$ cat config.mk
export PLATFORM = sky130hd
export DESIGN_NAME = multicycle_controller_flat
export DESIGN_NICKNAME = d
export VERILOG_FILES = /design/src/rtl/multicycle_controller_if.sv /design/src/rtl/multicycle_controller.sv /design/src/flat_wrapper.sv
export SDC_FILE = /design/constraint.sdc
export NUM_CORES = 1
export LEC_CHECK = 0
export CAP_MARGIN = 40
export CORE_MARGIN = 5
export CORE_UTILIZATION = 31
export CTS_CLUSTER_DIAMETER = 120
export DETAILED_ROUTE_END_ITERATION = 10
export PLACE_DENSITY = 0.84
export SLEW_MARGIN = 5
export SYNTH_ARGS = -nofsm -noshare
export SYNTH_HDL_FRONTEND = slang
export SYNTH_SLANG_ARGS = --single-unit
export TNS_END_PERCENT = 5
$ cat constraint.sdc
create_clock -name clk -period 1.79 [get_ports clk]
set_input_delay 0.179 -clock clk [delete_from_list [all_inputs] [get_ports clk]]
set_output_delay 0.179 -clock clk [all_outputs]
set_load 0.01 [all_outputs]
$ cat src/rtl/multicycle_controller_if.sv
// Control bundle between the multicycle controller and its datapath.
// slave = controller side, master = datapath side.
interface multicycle_controller_if;
  logic [19:0] Instr;
  logic [3:0]  ALUFlags;
  logic        PCWrite;
  logic        IRWrite;
  logic        RegWrite;
  logic        MemWrite;
  logic        AdrSrc;
  logic        ALUSrcA;
  logic [1:0]  ALUSrcB;
  logic [1:0]  ResultSrc;
  logic [1:0]  ImmSrc;
  logic [1:0]  RegSrc;
  logic [1:0]  ALUControl;
  logic [3:0]  State;

  modport master (
    output Instr, ALUFlags,
    input  PCWrite, IRWrite, RegWrite, MemWrite, AdrSrc, ALUSrcA,
    input  ALUSrcB, ResultSrc, ImmSrc, RegSrc, ALUControl, State
  );

  modport slave (
    input  Instr, ALUFlags,
    output PCWrite, IRWrite, RegWrite, MemWrite, AdrSrc, ALUSrcA,
    output ALUSrcB, ResultSrc, ImmSrc, RegSrc, ALUControl, State
  );
endinterface

$ cat src/rtl/multicycle_controller.sv
// Multicycle ARM-subset controller: Moore FSM plus instruction decode.
// Define COND_EXEC_EN to enable the NZCV flag register and conditional execution.
//
// state    | meaning
// FETCH    | read instruction, PC <= PC+4
// DECODE   | read registers, pick execution path
// MEMADR   | compute load/store address
// MEMREAD  | read data memory
// MEMWB    | write loaded data to register file
// MEMWRITE | write data memory
// EXECR    | ALU op, register operand
// EXECI    | ALU op, immediate operand
// ALUWB    | write ALU result to register file
// BRANCH   | PC <= branch target
module multicycle_controller #(
  parameter logic [3:0] NZCV_RST = 4'b0000
) (
  input logic                    clk,
  input logic                    rst,
  multicycle_controller_if.slave bus
);

  typedef enum logic [3:0] {
    S_FETCH    = 4'd0,
    S_DECODE   = 4'd1,
    S_MEMADR   = 4'd2,
    S_MEMREAD  = 4'd3,
    S_MEMWB    = 4'd4,
    S_MEMWRITE = 4'd5,
    S_EXECR    = 4'd6,
    S_EXECI    = 4'd7,
    S_ALUWB    = 4'd8,
    S_BRANCH   = 4'd9
  } state_t;

  state_t      state_q;
  state_t      state_d;
  state_t      out_state;

  logic [3:0]  cond;
  logic [1:0]  op;
  logic [5:0]  funct;
  logic [3:0]  rd;
  logic        cond_ex;
  logic [1:0]  dp_ctl;
  logic        dp_valid;

  logic        pc_write;
  logic        ir_write;
  logic        reg_write;
  logic        mem_write;
  logic        adr_src;
  logic        alu_src_a;
  logic [1:0]  alu_src_b;
  logic [1:0]  result_src;
  logic [1:0]  alu_control;

  assign cond  = bus.Instr[19:16];
  assign op    = bus.Instr[15:14];
  assign funct = bus.Instr[13:8];
  assign rd    = bus.Instr[3:0];

`ifdef COND_EXEC_EN
  logic [3:0] flags_q;
  logic       n_f, z_f, c_f, v_f;
  logic       flag_load;
  logic       unused_instr;

  assign {n_f, z_f, c_f, v_f} = flags_q;
  assign unused_instr = ^bus.Instr[7:4];

  always_comb begin
    cond_ex = 1'b0;
    case (cond)
      4'b0000: cond_ex = z_f;
      4'b0001: cond_ex = ~z_f;
      4'b0010: cond_ex = c_f;
      4'b0011: cond_ex = ~c_f;
      4'b0100: cond_ex = n_f;
      4'b0101: cond_ex = ~n_f;
      4'b0110: cond_ex = v_f;
      4'b0111: cond_ex = ~v_f;
      4'b1000: cond_ex = c_f & ~z_f;
      4'b1001: cond_ex = ~c_f | z_f;
      4'b1010: cond_ex = (n_f == v_f);
      4'b1011: cond_ex = (n_f != v_f);
      4'b1100: cond_ex = ~z_f & (n_f == v_f);
      4'b1101: cond_ex = z_f | (n_f != v_f);
      4'b1110: cond_ex = 1'b1;
      default: cond_ex = 1'b0;
    endcase
  end

  // S bit set and condition passed: capture the flags produced in the execute cycle
  assign flag_load = rst && (state_q == S_EXECR || state_q == S_EXECI)
                     && funct[0] && cond_ex;

  always_ff @(posedge clk) begin
    if (!rst)
      flags_q <= NZCV_RST;
    else if (flag_load)
      flags_q <= bus.ALUFlags;
  end
`else
  logic unused_cfg;

  assign cond_ex    = 1'b1;
  assign unused_cfg = ^{bus.Instr[7:4], cond, bus.ALUFlags, NZCV_RST};
`endif

  always_comb begin
    dp_ctl   = 2'b00;
    dp_valid = 1'b1;
    case (funct[4:1])
      4'b0100: dp_ctl = 2'b00;
      4'b0010: dp_ctl = 2'b01;
      4'b0000: dp_ctl = 2'b10;
      4'b1100: dp_ctl = 2'b11;
      default: begin
        dp_ctl   = 2'b00;
        dp_valid = 1'b0;
      end
    endcase
  end

  always_ff @(posedge clk) begin
    if (!rst)
      state_q <= S_FETCH;
    else
      state_q <= state_d;
  end

  always_comb begin
    state_d     = S_FETCH;
    pc_write    = 1'b0;
    ir_write    = 1'b0;
    reg_write   = 1'b0;
    mem_write   = 1'b0;
    adr_src     = 1'b0;
    alu_src_a   = 1'b0;
    alu_src_b   = 2'b00;
    result_src  = 2'b00;
    alu_control = 2'b00;

    case (state_q)
      S_FETCH:    state_d = S_DECODE;
      S_DECODE: begin
        case (op)
          2'b01:   state_d = S_MEMADR;
          2'b00:   state_d = funct[5] ? S_EXECI : S_EXECR;
          2'b10:   state_d = S_BRANCH;
          default: state_d = S_FETCH;
        endcase
      end
      S_MEMADR:   state_d = funct[0] ? S_MEMREAD : S_MEMWRITE;
      S_MEMREAD:  state_d = S_MEMWB;
      S_EXECR:    state_d = S_ALUWB;
      S_EXECI:    state_d = S_ALUWB;
      default:    state_d = S_FETCH;
    endcase

    // While in reset the outputs show FETCH decode with its writes masked below
    out_state = rst ? state_q : S_FETCH;

    case (out_state)
      S_FETCH: begin
        ir_write   = 1'b1;
        alu_src_a  = 1'b1;
        alu_src_b  = 2'b10;
        result_src = 2'b10;
        pc_write   = 1'b1;
      end
      S_DECODE: begin
        alu_src_a  = 1'b1;
        alu_src_b  = 2'b10;
        result_src = 2'b10;
      end
      S_MEMADR:   alu_src_b = 2'b01;
      S_MEMREAD:  adr_src   = 1'b1;
      S_MEMWB: begin
        result_src = 2'b01;
        reg_write  = cond_ex;
        pc_write   = cond_ex & (rd == 4'hF);
      end
      S_MEMWRITE: begin
        adr_src   = 1'b1;
        mem_write = cond_ex;
      end
      S_EXECR:    alu_control = dp_ctl;
      S_EXECI: begin
        alu_src_b   = 2'b01;
        alu_control = dp_ctl;
      end
      S_ALUWB: begin
        reg_write = cond_ex & dp_valid;
        pc_write  = cond_ex & dp_valid & (rd == 4'hF);
      end
      S_BRANCH: begin
        alu_src_b  = 2'b01;
        result_src = 2'b10;
        pc_write   = cond_ex;
      end
      default: ;
    endcase

    if (!rst) begin
      pc_write = 1'b0;
      ir_write = 1'b0;
    end
  end

  assign bus.PCWrite    = pc_write;
  assign bus.IRWrite    = ir_write;
  assign bus.RegWrite   = reg_write;
  assign bus.MemWrite   = mem_write;
  assign bus.AdrSrc     = adr_src;
  assign bus.ALUSrcA    = alu_src_a;
  assign bus.ALUSrcB    = alu_src_b;
  assign bus.ResultSrc  = result_src;
  assign bus.ALUControl = alu_control;
  assign bus.ImmSrc     = op;
  assign bus.RegSrc     = {(op == 2'b01) && !funct[0], op == 2'b10};
  assign bus.State      = state_q;

endmodule

$ cat src/flat_wrapper.sv
// flat-port wrapper written by rule: the top's interface ports become plain ports
module multicycle_controller_flat 
#(
  parameter logic [3:0] NZCV_RST = 4'b0000
)
  (clk, rst, bus_Instr, bus_ALUFlags, bus_PCWrite, bus_IRWrite, bus_RegWrite, bus_MemWrite, bus_AdrSrc, bus_ALUSrcA, bus_ALUSrcB, bus_ResultSrc, bus_ImmSrc, bus_RegSrc, bus_ALUControl, bus_State);
  multicycle_controller_if bus_i ();
  input logic clk;
  input logic rst;
  input wire logic [$bits(bus_i.Instr)-1:0] bus_Instr;
  input wire logic [$bits(bus_i.ALUFlags)-1:0] bus_ALUFlags;
  output wire logic [$bits(bus_i.PCWrite)-1:0] bus_PCWrite;
  output wire logic [$bits(bus_i.IRWrite)-1:0] bus_IRWrite;
  output wire logic [$bits(bus_i.RegWrite)-1:0] bus_RegWrite;
  output wire logic [$bits(bus_i.MemWrite)-1:0] bus_MemWrite;
  output wire logic [$bits(bus_i.AdrSrc)-1:0] bus_AdrSrc;
  output wire logic [$bits(bus_i.ALUSrcA)-1:0] bus_ALUSrcA;
  output wire logic [$bits(bus_i.ALUSrcB)-1:0] bus_ALUSrcB;
  output wire logic [$bits(bus_i.ResultSrc)-1:0] bus_ResultSrc;
  output wire logic [$bits(bus_i.ImmSrc)-1:0] bus_ImmSrc;
  output wire logic [$bits(bus_i.RegSrc)-1:0] bus_RegSrc;
  output wire logic [$bits(bus_i.ALUControl)-1:0] bus_ALUControl;
  output wire logic [$bits(bus_i.State)-1:0] bus_State;
  assign bus_i.Instr = bus_Instr;
  assign bus_i.ALUFlags = bus_ALUFlags;
  assign bus_PCWrite = bus_i.PCWrite;
  assign bus_IRWrite = bus_i.IRWrite;
  assign bus_RegWrite = bus_i.RegWrite;
  assign bus_MemWrite = bus_i.MemWrite;
  assign bus_AdrSrc = bus_i.AdrSrc;
  assign bus_ALUSrcA = bus_i.ALUSrcA;
  assign bus_ALUSrcB = bus_i.ALUSrcB;
  assign bus_ResultSrc = bus_i.ResultSrc;
  assign bus_ImmSrc = bus_i.ImmSrc;
  assign bus_RegSrc = bus_i.RegSrc;
  assign bus_ALUControl = bus_i.ALUControl;
  assign bus_State = bus_i.State;
  multicycle_controller #(.NZCV_RST(NZCV_RST)) u_core (.clk(clk), .rst(rst), .bus(bus_i));
endmodule
==> impl_metrics.json <==
{
  "synthCells": 68,
  "rows": 14,
  "synth.cell_area_sq_um": 464,
  "finalMaxSlewViolations": 0,
  "vias": 641,
  "intPower_uw": 276,
  "synth.distinct_cells": 29,
  "sw_frac_of_total": 0.294,
  "grt_pass1_vias": 603,
  "path_clk_slew_ns": 0.04,
  "drt_iter0_markers": 3,
  "fin_skew_ns": 0.00631,
  "post-route-period-util": 0.959,
  "finalPower_uw": 391,
  "place_hpwl_um": 1360,
  "ctsHtreeMaxLevel": 1,
  "worst_setup_path_end_kind": "output port",
  "firstDrtPassIters": 2,
  "leakage_uw": 0.000394,
  "place.gp.congestion": 0.904,
  "post_route_cells_drive_above_1_share": 0.214,
  "clockBufferDepth": 2,
  "pin_count": 46,
  "cts_tree": "built",
  "dp.cells": 125,
  "crit_path_start_kind": "register",
  "cts_inserted_buffers": 3,
  "yosysSeqAreaShare": 0.173,
  "reg2reg_from": "u_core.bus.State[1]$_SDFF_PN0_",
  "grt_usage": 0.140,
  "grt_start_max_net_pins": 10,
  "ctsHoldBuffers": 0,
  "grt_remaining_overflow": 0,
  "core_sq_um": 1450,
  "n_fill_cell": 133,
  "p_clk_frac": 0.271,
  "critPathMaxFanout": 9,
  "dieArea_sq_um": 2370,
  "crit_start": "u_core.bus.State[1]$_SDFF_PN0_",
  "placed_area_sq_um": 890,
  "die_w_um": 48.7,
  "synth_warnings": 0,
  "final_area_sq_um": 895,
  "crit_arrival_ns": 1.54,
  "max-vdd-ir-drop_v": 0.000381,
  "start_util": 0.319,
  "tightestPinTransition_ns": 0.236,
  "multi_input_area_sq_um": 345,
  "hold_violations": 0,
  "rsz0062_at_grt": "yes",
  "postCtsSetupBuffers": 0,
  "viasPerCell": 5.01,
  "worst_ep_required_time_ns": 1.61,
  "syn_to_final_growth_pct": 92.7,
  "syn_area_per_cell_sq_um": 6.83,
  "status": "complete, no violations",
  "combPwrFrac": 0.470,
  "insertion_delay_ns": 0.23,
  "setup.worst_path.class": "register to output port",
  "hp-class": "register to register",
  "drc": 0,
  "ys_ff_latch": 4,
  "switchingPower_uw": 115,
  "fp.dieH_um": 48.7,
  "drt-total-wl_um": 1630,
  "max_slew_margin": 0.841,
  "endpoint": "bus_ALUControl[0]",
  "fin_crit_ns": 1.72,
  "r2r.worst_path.cells": 5,
  "cts_sinks": 4,
  "antenna_left": 0,
  "port_buffers": 33,
  "setup_tns_ns": 0,
  "power_density_nw_per_um2": 437,
  "largest_reg_flops": 4,
  "setup_viol": 0,
  "fin_cells": 128,
  "cap_violations": 0,
  "rrSetupSlack_ns": 0.81,
  "antenna_found_initial": 0,
  "diodes": 0,
  "fmax_ghz": 0.582,
  "rr_endpoint": "u_core.bus.State[0]$_SDFF_PN0_",
  "synth_fp_nets": 94,
  "finish.net_count": 140,
  "wl_per_cell_um": 12.8,
  "power_frac_seq": 0.258,
  "seq_area_sq_um": 80.1,
  "grt_pass1_wl_um": 2720,
  "clock-root-buffer": "clkbuf_4"
}
-- cell usage in the layout, fill, tap and decap left out, types with 2 or more instances in the layout --
cell,count
nand3b_1,3
buf_4,15
dfxtp_1,4
nand3_1,3
and3b_1,2
o21ai_0,3
clkdlybuf4s50_1,20
nor3_1,3
dlygate4sd2_1,10
nor2b_1,4
nand2b_1,3
o31ai_1,2
nor3b_1,2
clkbuf_4,3
a21oi_1,6
nand2_1,4
nor2_1,7
-- critical path: stages, from the launching register on --
cell	delay, ns
dfxtp_1	0.31
buf_4	0.16
nand2_1	0.08
or3_1	0.33
a21oi_1	0.15
dlygate4sd2_1	0.28
-- worst min-delay path by stage --
stage                                   start                              to  slack (ns)  cells past startpoint
6_report       u_core.bus.State[2]$_SDFF_PN0_  u_core.bus.State[3]$_SDFF_PN0_        0.53                      2
5_1_grt        u_core.bus.State[2]$_SDFF_PN0_  u_core.bus.State[3]$_SDFF_PN0_        0.58                      2
4_1_cts        u_core.bus.State[2]$_SDFF_PN0_  u_core.bus.State[3]$_SDFF_PN0_        0.54                      2
2_1_floorplan                             rst  u_core.bus.State[3]$_SDFF_PN0_        0.32                      2
3_5_place_dp   u_core.bus.State[2]$_SDFF_PN0_  u_core.bus.State[3]$_SDFF_PN0_        0.53                      2
3_3_place_gp   u_core.bus.State[2]$_SDFF_PN0_  u_core.bus.State[3]$_SDFF_PN0_        0.52                      2
-- area by class of cell --
cell class | instances | area share
inverters | 1 | 0.00420
well taps | 16 | 0.0224
flip-flops and latches | 4 | 0.0895
clock buffers | 3 | 0.0252
multi-input cells | 56 | 0.386
repair buffers | 48 | 0.473
-- timing repair --
item                       4_1_cts  5_1_grt
setup endpoints to repair       12        4
resized for setup               14        6
hold endpoints to repair         0        0
-- power groups by stage --
stage               registers (uW)  logic [uW]  clock network [uW]
finish                         101         184                 106
detailed placement             102         193                   0
global route                   102         202                 118
CTS                            101         186                 113
global placement               102         189                   0
floorplan                      106        75.0                   0
-- per-stage QoR --
stage,hold WS (ns),setup WS [ns],utilization
after global placement,0.520,-0.367,0.612
after floorplan,0.322,0.286,-
final,0.531,0.0732,0.615
after global routing,0.583,-0.0371,0.615
after detailed placement,0.531,-0.386,0.612
after CTS,0.535,0.00273,0.619
-- kinds of logic after synthesis --
kind of cell    after synthesis  synth area share
simple gates                 39             0.507
compound gates               15             0.191
buf+inv                       8            0.0889
flops                         4             0.173
xor+xnor                      1            0.0189
mux                           1            0.0216
-- metal layers --
layer / up-vias / track usage / routed length, um
met5: - / 0 / 0
met4: 0 / 0.0717 / 0
met3: 0 / 0.0399 / 110
met2: 25 / 0.224 / 818
met1: 284 / 0.168 / 705
li1: 332 / - / -
-- synthesized netlist by cell type (all sizes together) --
library cell  n  share of area
a21boi        1          0.016
a21oi         6          0.065
a22oi         1          0.016
a31oi         1          0.013
and3          1          0.016
and3b         2          0.038
buf           3          0.049
clkbuf        4          0.032
dfxtp         4           0.17
inv           1         0.0081
mux2i         1          0.022
nand2         4          0.032
nand2b        5          0.089
nand3         3          0.032
nand3b        3          0.049
nand4b        1          0.019
nor2          7          0.057
nor2b         5          0.067
nor3          3          0.032
nor3b         2          0.032
nor4          1          0.013
o21ai         3          0.032
o21bai        1          0.016
o31ai         2          0.032
or3           1          0.013
or4           1          0.016
xor2          1          0.019
No activity file was read; power rests on OpenSTA's default activity.
